--- config.mk ---
export PLATFORM = sky130hd
export DESIGN_NAME = me_sad_search
export DESIGN_NICKNAME = d
export VERILOG_FILES = /design/src/rtl/me_sad_search.sv
export SDC_FILE = /design/constraint.sdc
export NUM_CORES = 1
export LEC_CHECK = 0
export CORE_MARGIN = 5
export CORE_UTILIZATION = 54
export CTS_CLUSTER_DIAMETER = 60
export DETAILED_ROUTE_END_ITERATION = 10
export PLACE_DENSITY_LB_ADDON = 0.08
export SLEW_MARGIN = 20
export SYNTH_ARGS = -nofsm -noshare
export SYNTH_HDL_FRONTEND = slang
export SYNTH_SLANG_ARGS = --single-unit
--- constraint.sdc ---
create_clock -name clk -period 13.35 [get_ports clk]
set_clock_uncertainty 0.2 [all_clocks]
set_input_delay 2.67 -clock clk [delete_from_list [all_inputs] [get_ports clk]]
set_output_delay 2.67 -clock clk [all_outputs]
set_load 0.01 [all_outputs]
--- src/rtl/me_sad_search.sv ---
`timescale 1ns/1ps
// Full-search block-matching motion estimator: exact SAD over a
// (2*RANGE+1)^2 window, one block row per beat, best MV + cost out.
// Ports: clk, rst_n (async low), start_i, in_valid_i, target_i, ref_i,
//        busy_o, valid_o, mv_row_o, mv_col_o, best_sad_o.
module me_sad_search #(
   parameter int PIX_W = 8,
   parameter int LANES = 8,
   parameter int ROWS  = 8,
   parameter int RANGE = 4,
   localparam int MV_W  = $clog2(RANGE+1)+1,
   localparam int SAD_W = PIX_W + $clog2(LANES*ROWS)
) (
   input  logic                   clk,
   input  logic                   rst_n,
   input  logic                   start_i,
   input  logic                   in_valid_i,
   input  logic [LANES*PIX_W-1:0] target_i,
   input  logic [LANES*PIX_W-1:0] ref_i,
   output logic                   busy_o,
   output logic                   valid_o,
   output logic [MV_W-1:0]        mv_row_o,
   output logic [MV_W-1:0]        mv_col_o,
   output logic [SAD_W-1:0]       best_sad_o
);

   localparam int NSIDE = 2*RANGE+1;
   localparam int IDX_W = (NSIDE > 1) ? $clog2(NSIDE) : 1;
   localparam int RW    = (ROWS > 1) ? $clog2(ROWS) : 1;
   localparam int S2_W  = PIX_W + $clog2(LANES);
   localparam logic [IDX_W-1:0] IDX_LAST = IDX_W'(NSIDE-1);
   localparam logic [RW-1:0]    ROW_LAST = RW'(ROWS-1);

   logic [RW-1:0]    row_cnt;
   logic [IDX_W-1:0] cr, cc;
   logic             accept, abort;
   logic             last_row, last_cand, first_cand;

   assign accept     = busy_o && in_valid_i && !start_i;
   assign abort      = start_i && busy_o;
   assign last_row   = (row_cnt == ROW_LAST);
   assign last_cand  = (cr == IDX_LAST) && (cc == IDX_LAST);
   assign first_cand = (cr == '0) && (cc == '0);

   // S1 .. S3 registers and their tags
   logic             v1, f1, l1, lc1, fc1;
   logic [IDX_W-1:0] cr1, cc1;
   logic [PIX_W-1:0] d1 [LANES];
   logic             v2, f2, l2, lc2, fc2;
   logic [IDX_W-1:0] cr2, cc2;
   logic [S2_W-1:0]  sum2;
   logic             v3, l3, lc3, fc3;
   logic [IDX_W-1:0] cr3, cc3;
   logic [SAD_W-1:0] acc3;

   logic [SAD_W-1:0] best;
   logic [IDX_W-1:0] best_r, best_c;

   logic [PIX_W-1:0] ad [LANES];
   logic [S2_W-1:0]  lsum;

   always_comb begin
      for (int k = 0; k < LANES; k++) begin
         ad[k] = (target_i[k*PIX_W +: PIX_W] > ref_i[k*PIX_W +: PIX_W])
               ? target_i[k*PIX_W +: PIX_W] - ref_i[k*PIX_W +: PIX_W]
               : ref_i[k*PIX_W +: PIX_W] - target_i[k*PIX_W +: PIX_W];
      end
   end

   always_comb begin
      lsum = '0;
      for (int k = 0; k < LANES; k++) begin
         lsum = lsum + S2_W'(d1[k]);
      end
   end

   // Compare against all-ones on the first candidate of a search so a
   // back-to-back search never disturbs the one still draining ahead.
   logic [SAD_W-1:0] base, nbest;
   logic [IDX_W-1:0] nbr, nbc;
   logic             better;

   always_comb begin
      base   = fc3 ? '1 : best;
      better = (acc3 < base);
      nbest  = better ? acc3 : base;
      nbr    = better ? cr3 : best_r;
      nbc    = better ? cc3 : best_c;
   end

   function automatic logic [MV_W-1:0] to_mv(input logic [IDX_W-1:0] i);
      return MV_W'(i) - MV_W'(RANGE);
   endfunction

   // Beat sequencing
   always_ff @(posedge clk or negedge rst_n) begin
      if (!rst_n) begin
         busy_o  <= 1'b0;
         row_cnt <= '0;
         cr      <= '0;
         cc      <= '0;
      end else if (start_i) begin
         busy_o  <= 1'b1;
         row_cnt <= '0;
         cr      <= '0;
         cc      <= '0;
      end else if (accept) begin
         if (last_row) begin
            row_cnt <= '0;
            if (cc == IDX_LAST) begin
               cc <= '0;
               if (cr == IDX_LAST) begin
                  cr     <= '0;
                  busy_o <= 1'b0;
               end else begin
                  cr <= cr + IDX_W'(1);
               end
            end else begin
               cc <= cc + IDX_W'(1);
            end
         end else begin
            row_cnt <= row_cnt + RW'(1);
         end
      end
   end

   // Datapath pipeline
   always_ff @(posedge clk or negedge rst_n) begin
      if (!rst_n) begin
         v1 <= 1'b0; f1 <= 1'b0; l1 <= 1'b0; lc1 <= 1'b0; fc1 <= 1'b0;
         cr1 <= '0; cc1 <= '0;
         for (int k = 0; k < LANES; k++) d1[k] <= '0;
         v2 <= 1'b0; f2 <= 1'b0; l2 <= 1'b0; lc2 <= 1'b0; fc2 <= 1'b0;
         cr2 <= '0; cc2 <= '0; sum2 <= '0;
         v3 <= 1'b0; l3 <= 1'b0; lc3 <= 1'b0; fc3 <= 1'b0;
         cr3 <= '0; cc3 <= '0; acc3 <= '0;
      end else begin
         v1 <= accept;
         v2 <= abort ? 1'b0 : v1;
         v3 <= abort ? 1'b0 : v2;
         if (accept) begin
            f1  <= (row_cnt == '0);
            l1  <= last_row;
            lc1 <= last_cand;
            fc1 <= first_cand;
            cr1 <= cr;
            cc1 <= cc;
            for (int k = 0; k < LANES; k++) d1[k] <= ad[k];
         end
         if (v1) begin
            f2   <= f1;
            l2   <= l1;
            lc2  <= lc1;
            fc2  <= fc1;
            cr2  <= cr1;
            cc2  <= cc1;
            sum2 <= lsum;
         end
         if (v2) begin
            l3   <= l2;
            lc3  <= lc2;
            fc3  <= fc2;
            cr3  <= cr2;
            cc3  <= cc2;
            acc3 <= f2 ? SAD_W'(sum2) : acc3 + SAD_W'(sum2);
         end
      end
   end

   // Best tracking and result strobe
   always_ff @(posedge clk or negedge rst_n) begin
      if (!rst_n) begin
         best       <= '1;
         best_r     <= '0;
         best_c     <= '0;
         valid_o    <= 1'b0;
         mv_row_o   <= '0;
         mv_col_o   <= '0;
         best_sad_o <= '0;
      end else begin
         valid_o <= v3 && l3 && lc3;
         if (v3 && l3) begin
            best   <= nbest;
            best_r <= nbr;
            best_c <= nbc;
            if (lc3) begin
               mv_row_o   <= to_mv(nbr);
               mv_col_o   <= to_mv(nbc);
               best_sad_o <= nbest;
            end
         end
         if (start_i && (busy_o || !(v1 || v2 || v3))) begin
            best <= '1;
         end
      end
   end

endmodule

==> results of run 1 <==
==> power by group <==
group	total (mW)	switching, mW	internal [mW]
Clock	0.527	0.266	0.261
Sequential	0.737	0.0885	0.648
Combinational	1.94	1.05	0.886
Total	3.20	1.41	1.80
==> stage by stage <==
step | worst slack [ps] | cell area, um^2 | utilization [%] | power, mW
floorplan | 8580 | 15350 | - | 2.259
global placement | 7663 | 17120 | 61.28 | 2.606
detailed placement | 7589 | 17120 | 61.28 | 2.664
CTS | 8063 | 17750 | 63.54 | 3.226
global route | 7820 | 17750 | 63.54 | 3.587
finish | 8038 | 17750 | 63.54 | 3.204
==> flip-flops by register name (all words and copies together), names as in the netlist, 11 cells and up <==
| register | count |
|---|---|
| best | 14 |
| acc3 | 14 |
| d1 | 64 |
| best_sad_o | 14 |
| sum2 | 11 |
==> routing by layer <==
layer	vias to the layer above	part of all wire, %	GRT usage, %
met3	28	2.6	2.395
li1	6099	-	-
met2	182	51	37.93
met4	0	1.3	4.381
met1	5676	45	27.96
met5	-	0	0
==> kinds of logic after synthesis <==
group,after synthesis
xor gates and xnor gates,44
AOI/OAI and AO/OA,364
muxes,90
adders and majority gates,226
and+or+nand+nor,493
buffers and inverters,319
DFF,184
==> worst max-delay path: cells and delay by family <==
kind / cells / cell delay, ps
buf+inv: 3 / 1380
compound gates: 3 / 320
simple gates: 3 / 1080
==> cell usage after synthesis (5+ instances only) <==
master	n
a21oi_2	8
nor3_1	38
o21ai_0	57
nor2b_1	30
o32a_1	7
fa_1	64
o31a_1	7
buf_6	7
o211ai_1	7
mux2i_1	53
buf_1	9
a21o_1	31
o31ai_1	7
dfrtp_1	170
buf_4	6
and3b_1	9
a21oi_1	55
nand2b_1	19
nand4_1	33
buf_2	6
o311ai_1	15
xnor2_1	24
nor2_1	114
a311oi_1	7
nand3_1	15
mux2_1	9
or3_1	22
o21ai_1	75
dfstp_2	14
ha_1	162
a31oi_1	32
clkbuf_1	37
inv_1	250
nand3b_1	24
nand2_1	139
nor3b_1	7
and3_1	26
mux2_2	28
a211oi_1	12
o21a_1	22
a211oi_2	5
xor2_1	20
==> area by class of cell <==
cell class | instances | area, um^2
fillers | 2412 | 10180
repair buffers | 164 | 1620
clock buffers | 17 | 425.4
well taps | 378 | 473.0
inverters | 254 | 954.7
multi-input cells | 1217 | 9448
flip-flops and latches | 184 | 4622
clock inverters | 15 | 206.4
==> path summary, 6_finish.rpt <==
kind                                    start                         to
min reg2reg                    f1$_DFFE_PN0P_             f1$_DFFE_PN0P_
max                                   start_i         d1[11]$_DFFE_PN0P_
min                            f1$_DFFE_PN0P_             f1$_DFFE_PN0P_
max in group asynchronous               rst_n        sum2[4]$_DFFE_PN0P_
min in group asynchronous               rst_n  best_sad_o[7]$_DFFE_PN0P_
max reg2reg                d1[11]$_DFFE_PN0P_        sum2[9]$_DFFE_PN0P_
==> results.toml, run 1 <==
[layout]
area_growth_pct = 15.62
final_common_cell = "inv_1"
diodes = 0
layout-drive-gt1-share_pct = 5.565
final_cells = 2229
fin_nets = 2196
mostFrequentLayoutCells = "inv_1 (250), dfrtp_1 (170), ha_1 (162), clkdlybuf4s50_1 (154), nand2_1 (139)"

[route]
drt_iter0_markers = 537
drc = 0
wire_per_inst_um = 14.56
drtPass1Iterations = 5
vias = 11985
viasPerCell = 5.377
routed_wirelength_mm = 32.45
drtAntennaViolNets = 0

[clock_network]
htreeDepth = 4
clock_sinks = 184
cts_resized = 0
numCtsBuffers = 17
post_cts_buffers = 0
clock-root-buffer = "clkbuf_16"
tritoncts = "built"
clkTransAtPathRegs_ps = 80
ctsLongestPathBuffers = 2
hold_buffers = 0
clk_latency_ps = 440

[synth]
synth_area_mm2 = 0.01535
avgSynthCellArea_um2 = 8.925
synth_compound_area_share_pct = 15.22
synthFlopType = "dfrtp_1"
yosys.area_share.adder_pct = 21.55
synth_simple_gate_area_share_pct = 16.10
muxShareOfSynthArea_pct = 6.170
synthXorXnorAreaFrac_pct = 2.510
yosysWarnings = 0
ys_ff_latch = 184
ys_async_sr_fraction_pct = 100.0
synthCells = 1720
synth.area.top_cells = "dfrtp_1 (28%), ha_1 (13%), fa_1 (8.3%)"
seq_area_frac_synth_pct = 30.11
synth_edf_count = 0
synth_top_area_share_pct = 27.71
syn-num-nets = 2078
synth_area_leader_cell = "dfrtp_1"
ys_types = 66
synth_top_family_by_area = "adder cells"

[critical_path]
worstPathRequired_ps = 13520
timing.reg2reg.setup_slack_ps = 8630
r2r_cells = 15
endpoint_kind = "flop"
crit_arrival_ps = 5480
crit_chain = "clkdlybuf4s50_1 > nand3b_1 > inv_2 > buf_4 > nand2_1 > nor3b_1 > o211a_1 > a211oi_1 > o21ai_1"
critPathMaxStageDelay_ps = 700
crit_slowest_cell = "clkdlybuf4s50_1"
critPathMaxFanout = 62
worst_setup_path_start_kind = "primary input"
critical_path_class = "primary input to flop"

[global_route]
grt_use_total_pct = 21.25
grt_pass1_wl_mm = 56.62
grt_max_degree = 93
grt_overflow_total = 0
grt_pass1_vias = 12115
antenna_found_initial = 0

[place]
dp.cells = 2197
hpwl_mm = 25.85
gp_congestion = 0.8627
port_buffers = 155

[min_path]
hold_path.class = "flop to flop"
hold-path-cell-count = 2

[die]
top_level_ports = 156
die-area_mm2 = 0.03190
coreArea_mm2 = 0.02793
die_w_um = 178.6
start_util_pct = 54.95
die_y_um = 178.6
rows = 61

[power_and_ir_drop]
power_leakage_nw = 8.592
cellPowerDensity_mw_per_mm2 = 180.5
peakVddDrop_uv = 237.0

[timing]
maxSlewHeadroom_pct = 39.70
drv_slew = 0
tightest_slew_ps = 904.5
finalSetupViolations = 0
finalCritPeriodShare_pct = 39.79
rsz0062_at_grt = "no"
max_freq_mhz = 188.3
finalSetupTns_ps = 0
hold_viol = 0
finalCriticalPeriod_ps = 5312
worst_hold_slack_ps = 274.8

[flow_run]
drv_cap = 0

[run_status]
outcome = "finished, final reports clean"
No activity file was read; power rests on OpenSTA's default activity.
==> inputs of run 2 (changes only) <==
--- a/config.mk
+++ b/config.mk
@@ -6,7 +6,7 @@
 export NUM_CORES = 1
 export LEC_CHECK = 0
 export CORE_MARGIN = 5
-export CORE_UTILIZATION = 54
+export CORE_UTILIZATION = 53
 export CTS_CLUSTER_DIAMETER = 60
 export DETAILED_ROUTE_END_ITERATION = 10
 export PLACE_DENSITY_LB_ADDON = 0.08
==> constraint.sdc (replaced) <==
create_clock -name clk -period 4.65 [get_ports clk]
set_clock_uncertainty 0.2 [all_clocks]
set_input_delay 0.93 -clock clk [delete_from_list [all_inputs] [get_ports clk]]
set_output_delay 0.93 -clock clk [all_outputs]
set_load 0.01 [all_outputs]
==> run 2 against run 1 <==
Effect of this change:
- cell count increased by 0.54%
- die area increased by 1.8%
- utilization is 1.3 points lower
- sequential power rose to 2.8 times the previous value
- first-iteration DRC count grew 18%
- largest power group unchanged
- non-clock buffer count up 6
- clock-buffer cell count unchanged
- sequential cell count unchanged
- via count is 0.13% higher
==> results.toml, run 2 (same netlist as run 1, synthesis figures left out) <==
[place]
place_area_mm2 = 0.01715
hpwl_mm = 26.04
port_buffers = 155
gp_congestion = 0.8185
place_ws_ps = -54.71

[critical_path]
endpoint_kind = "flop"
critPathTopFamily = "adder cells"
critPathMaxFanout = 2
critPathMaxStageDelay_ps = 540
critical_path_class = "flop to flop"
cp_num_buf_inv = 4
r2r_cells = 15
crit_chain = "inv_1 > fa_1 > inv_1 > fa_1 > fa_1 > inv_1 > fa_1 > inv_1 > ha_1 > a21o_1 > a21oi_2 > o21ai_2 > a31oi_2 > nor3_1 > or4_1"
worstPathRequired_ps = 4750
worst_setup_path_start_kind = "flop"
crit_arrival_ps = 4560
crit_slowest_cell = "fa_1"
critical_path_cell_count = 15

[power_and_ir_drop]
power_leakage_nw = 8.625
cellPowerDensity_mw_per_mm2 = 536.1
p_sw_mw = 4.204
internal_power_mw = 5.351
finalPower_mw = 9.556
peakVddDrop_uv = 750.4
seqPwrFrac_pct = 22.0
clock_power_share_pct = 15.7
pwr-share-comb_pct = 62.3
netSwitchingFraction_pct = 44.00

[run_status]
outcome = "finished, final reports clean"

[route]
vias = 12001
drc = 0
wire_per_inst_um = 14.38
drt_iter0_markers = 635
viasPerCell = 5.355
drtAntennaViolNets = 0
routed_wirelength_mm = 32.23
drtPass1Iterations = 5

[die]
top_level_ports = 156
rows = 62
die_y_um = 180.2
coreArea_mm2 = 0.02863
start_util_pct = 53.63
die-area_mm2 = 0.03247
die_w_um = 180.2

[clock_network]
clock-root-buffer = "clkbuf_16"
ctsLongestPathBuffers = 2
hold_buffers = 0
numCtsBuffers = 17
tritoncts = "built"
clock_sinks = 184
clk_latency_ps = 440
clkTransAtPathRegs_ps = 80
htreeDepth = 4

[timing]
finalSetupTns_ps = 0
hold_viol = 0
finalCriticalPeriod_ps = 4457
maxSlewHeadroom_pct = 41.04
max_freq_mhz = 224.4
finalSetupViolations = 0
drv_slew = 0
tightest_slew_ps = 884.5
finalCritPeriodShare_pct = 95.85
fin_ws_ps = 193.2
worst_hold_slack_ps = 278.9

[global_route]
grt_overflow_total = 0
antenna_found_initial = 0
grt_use_total_pct = 19.97
grt_pass1_vias = 11910
grt_max_degree = 95
grt_pass1_wl_mm = 55.77

[layout]
fill_cells = 2438
top_register = "d1"
largest_register_ffs = 64
layout-drive-gt1-share_pct = 6.031
fin_nets = 2202
area_growth_pct = 16.11
diodes = 0
final_common_cell = "inv_1"
mostFrequentLayoutCells = "inv_1 (250), dfrtp_1 (170), ha_1 (162), clkdlybuf4s50_1 (154), nand2_1 (139)"
design_area_mm2 = 0.01782

[min_path]
hold_path.class = "flop to flop"
hold-path-cell-count = 2

[flow_run]
drv_cap = 0
## run 2: through the flow
| step | util (%) | instances |
|---|---|---|
| 6_report | 62.27 | 2241 |
| 3_5_place_dp | 59.90 | 2206 |
| 5_1_grt | 62.27 | 2241 |
| 3_3_place_gp | 59.90 | 2206 |
| 2_1_floorplan | - | 1720 |
| 4_1_cts | 62.18 | 2239 |
## run 2: worst paths after layout
kind | start | end | slack (ps)
min | best_sad_o[0]$_DFFE_PN0P_ | best_sad_o[0]$_DFFE_PN0P_ | 280
min in group asynchronous | rst_n | best_sad_o[7]$_DFFE_PN0P_ | 360
max in group asynchronous | rst_n | d1[62]$_DFFE_PN0P_ | 2910
max | d1[27]$_DFFE_PN0P_ | sum2[9]$_DFFE_PN0P_ | 190
max reg2reg | d1[27]$_DFFE_PN0P_ | sum2[9]$_DFFE_PN0P_ | 190
min reg2reg | best_sad_o[0]$_DFFE_PN0P_ | best_sad_o[0]$_DFFE_PN0P_ | 280
## run 2: layout make-up
cell class / instances / area, um^2 / area share (%)
Multi-Input combinational cell: 1217 / 9462 / 53.09
Sequential cell: 184 / 4622 / 25.93
Timing Repair Buffer: 170 / 1665 / 9.344
Inverter: 254 / 954.7 / 5.356
Tap cell: 384 / 480.5 / 2.696
Clock buffer: 17 / 425.4 / 2.387
Clock inverter: 15 / 214.0 / 1.200
## run 2: repair_timing
| action | CTS | global route |
|---|---|---|
| pin swaps | 2 | 5 |
| setup buffers | 1 | 2 |
| resized for setup | 1 | 2 |
| hold endpoints to repair | 0 | 0 |
| setup endpoints to repair | 1 | 1 |
## run 2: worst register-to-register path: stages (launching register included)
cell and delay [ps]:
dfrtp_1 350, inv_1 60, fa_1 540, inv_1 70, fa_1 520, fa_1 550
inv_1 50, fa_1 500, inv_1 50, ha_1 280, a21o_1 190, a21oi_2 150
o21ai_2 80, a31oi_2 210, nor3_1 70, or4_1 470
## run 2: power by group through the flow
| stage | Clock [mW] | Combinational, mW | Sequential [mW] |
|---|---|---|---|
| finish | 1.50 | 5.95 | 2.10 |
| global route | 1.60 | 6.90 | 2.14 |
| CTS | 1.53 | 5.83 | 2.10 |
| detailed placement | 0 | 5.64 | 2.13 |
| global placement | 0 | 5.41 | 2.12 |
| floorplan | 0 | 4.45 | 2.03 |
## run 2: layer usage
metal  track usage [%]  up-vias  part of all wire, %
met4             4.356        0                  1.3
met3             2.160       28                  2.7
li1                  -     6106                    -
met2             35.58      206                   51
met1             26.43     5661                   45
met5                 0        -                    0
==> inputs of run 3 (changes only) <==
--- a/config.mk
+++ b/config.mk
@@ -5,11 +5,14 @@
 export SDC_FILE = /design/constraint.sdc
 export NUM_CORES = 1
 export LEC_CHECK = 0
+export ABC_AREA = 1
 export CORE_MARGIN = 5
 export CORE_UTILIZATION = 53
 export CTS_CLUSTER_DIAMETER = 60
 export DETAILED_ROUTE_END_ITERATION = 10
+export HOLD_SLACK_MARGIN = 0.15
 export PLACE_DENSITY_LB_ADDON = 0.08
+export SKIP_LAST_GASP = 1
 export SLEW_MARGIN = 20
 export SYNTH_ARGS = -nofsm -noshare
 export SYNTH_HDL_FRONTEND = slang
==> run 3 against run 2 <==
Effect of this change:
- register-to-register slack better by 160 ps
- cell count up 14%
- first-iteration DRC count up 32%
- worst hold slack worse by 5.9 ps
- largest cell class unchanged
- highest routed layer unchanged
==> results.toml, run 3 <==
[run_status]
outcome = "finished, final reports clean"

[layout]
mostFrequentLayoutCells = "nand2_1 (528), inv_1 (347), dfrtp_1 (170), ha_1 (162), clkdlybuf4s50_1 (154)"
diodes = 0
largest_register_ffs = 64
top_register = "d1"
final_common_cell = "nand2_1"
layout-drive-gt1-share_pct = 4.637
area_growth_pct = 15.16
design_area_mm2 = 0.01793
fin_nets = 2523

[clock_network]
numCtsBuffers = 17
ctsLongestPathBuffers = 2
clock-root-buffer = "clkbuf_16"
cts_resized = 0
hold_buffers = 0
clk_latency_ps = 440
post_cts_buffers = 0
clkTransAtPathRegs_ps = 80
htreeDepth = 4
tritoncts = "built"
clock_sinks = 184

[die]
top_level_ports = 156
start_util_pct = 53.97
rows = 62
coreArea_mm2 = 0.02886
die_w_um = 181.4
die_y_um = 181.4
die-area_mm2 = 0.03291

[flow_run]
drv_cap = 0

[synth]
seq_area_frac_synth_pct = 29.68
ys_ff_latch = 184
synthCells = 2050
yosysWarnings = 0
syn-num-nets = 2408
synth_area_mm2 = 0.01557
avgSynthCellArea_um2 = 7.597
synth_edf_count = 0
synth_top_area_share_pct = 27.32
ys_types = 42
synth_common_cells = "nand2_1 (528), inv_1 (348), dfrtp_1 (170), ha_1 (162), a21oi_1 (128)"
synth_area_leader_cell = "dfrtp_1"
synthFlopType = "dfrtp_1"
yosysMostFrequentCell = "nand2_1"
ys_async_sr_fraction_pct = 100.0
synth.area.top_cells = "dfrtp_1 (27%), ha_1 (13%), nand2_1 (13%)"

[critical_path]
cp-endpoint = "sum2[8]$_DFFE_PN0P_"
worst_setup_path_start_kind = "flop"
critical_path_class = "flop to flop"
timing.reg2reg.setup_slack_ps = 350
worstReg2RegStart = "d1[2]$_DFFE_PN0P_"
r2r_cells = 21
cp-startpoint = "d1[2]$_DFFE_PN0P_"
r2r_end = "sum2[8]$_DFFE_PN0P_"
endpoint_kind = "flop"
worstPathRequired_ps = 4790
crit_arrival_ps = 4450
critPathMaxFanout = 3

[timing]
hold_viol = 0
finalSetupViolations = 0
tightest_slew_ps = 1012
max_freq_mhz = 232.5
maxSlewHeadroom_pct = 32.56
worst_hold_slack_ps = 273.1
rsz0062_at_grt = "no"
drv_slew = 0
finalCritPeriodShare_pct = 92.51
finalSetupTns_ps = 0
fin_ws_ps = 348.3
finalCriticalPeriod_ps = 4302

[route]
wl_met2_mm = 17.15
viasPerCell = 5.173
drc = 0
vias = 13254
drt_iter0_markers = 837
dr.max_layer_used = "met4"
drtAntennaViolNets = 0
drtPass1Iterations = 5
wl_met1_mm = 15.88
routed_wirelength_mm = 34.76
met3WireLength_mm = 1.214
wire_per_inst_um = 13.57

[global_route]
grt_overflow_total = 0
grt_max_degree = 104
grt_pass1_vias = 13019
antenna_found_initial = 0
grt_pass1_wl_mm = 59.88
grt_use_total_pct = 21.23

[place]
place_ws_ps = 351.2
gp_congestion = 0.8908
port_buffers = 155
hpwl_mm = 27.89
place_area_mm2 = 0.01735

[power_and_ir_drop]
power_leakage_nw = 9.235
cellPowerDensity_mw_per_mm2 = 512.1
peakVddDrop_uv = 701.0

[min_path]
hold_path.class = "flop to flop"
## run 3: worst max-delay path, cell delays in order (launching register included)
cell and delay [ps]:
dfrtp_1 320, inv_1 60, fa_1 530, inv_1 60
fa_1 500, fa_1 550, inv_1 50, fa_1 470
inv_1 80, ha_1 180, inv_1 60, fa_1 350
inv_1 80, nand2_1 60, nand2_1 60, nand2_1 40
nand2_1 90, nand2_1 70, nand2_1 60, a21oi_1 60
xor2_1 140, o21ai_0 130
## run 3: stage by stage
step | total power [mW] | std cells | util, %
floorplan | 6.440 | 2050 | -
global placement | 7.502 | 2530 | 60.12
detailed placement | 7.691 | 2530 | 60.12
CTS | 9.233 | 2562 | 62.14
global route | 10.29 | 2562 | 62.15
finish | 9.185 | 2562 | 62.15
## run 3: how the worst min path moves through the flow
stage | start | endpoint | slack (ps) | cells after the start
after global placement | l2$_DFFE_PN0P_ | l2$_DFFE_PN0P_ | 250 | 2
after detailed placement | cr2[0]$_DFFE_PN0P_ | cr2[0]$_DFFE_PN0P_ | 260 | 2
after global routing | cc2[1]$_DFFE_PN0P_ | cc2[1]$_DFFE_PN0P_ | 290 | 2
after floorplan | cc2[0]$_DFFE_PN0P_ | cc2[0]$_DFFE_PN0P_ | 240 | 2
after CTS | cc1[3]$_DFFE_PN0P_ | cc2[3]$_DFFE_PN0P_ | 280 | 2
final | cr2[2]$_DFFE_PN0P_ | cr2[2]$_DFFE_PN0P_ | 270 | 2
## run 3: kinds of logic after synthesis
family	after synthesis	share of synthesized area, %
adder cells (fa/ha/maj)	226	21.24
AND/OR/NAND/NOR	733	19.44
XOR/XNOR	64	3.599
flip-flops	184	29.68
buffers and inverters	423	10.68
AO/OA/AOI/OAI	420	15.36
## run 3: final cells by class
| class | instances | area, um^2 |
|---|---|---|
| Clock buffer | 17 | 425.4 |
| Clock inverter | 15 | 156.4 |
| Fill cell | 2630 | 10920 |
| Inverter | 358 | 1344 |
| Multi-Input combinational cell | 1443 | 9296 |
| Sequential cell | 184 | 4622 |
| Tap cell | 384 | 480.5 |
| Timing Repair Buffer | 161 | 1610 |
## run 3: power by group
part	leakage [nW]	internal, mW	switching (mW)
clock network	0.276	0.716	0.705
logic	6.62	2.25	3.43
registers	2.34	1.87	0.212
## run 3: routing by layer
layer / global-route usage (%) / up-vias
met1: 28.19 / 6182
met2: 36.93 / 246
li1: - / 6794
met4: 5.164 / 0
met3: 2.941 / 32
met5: 0 / -
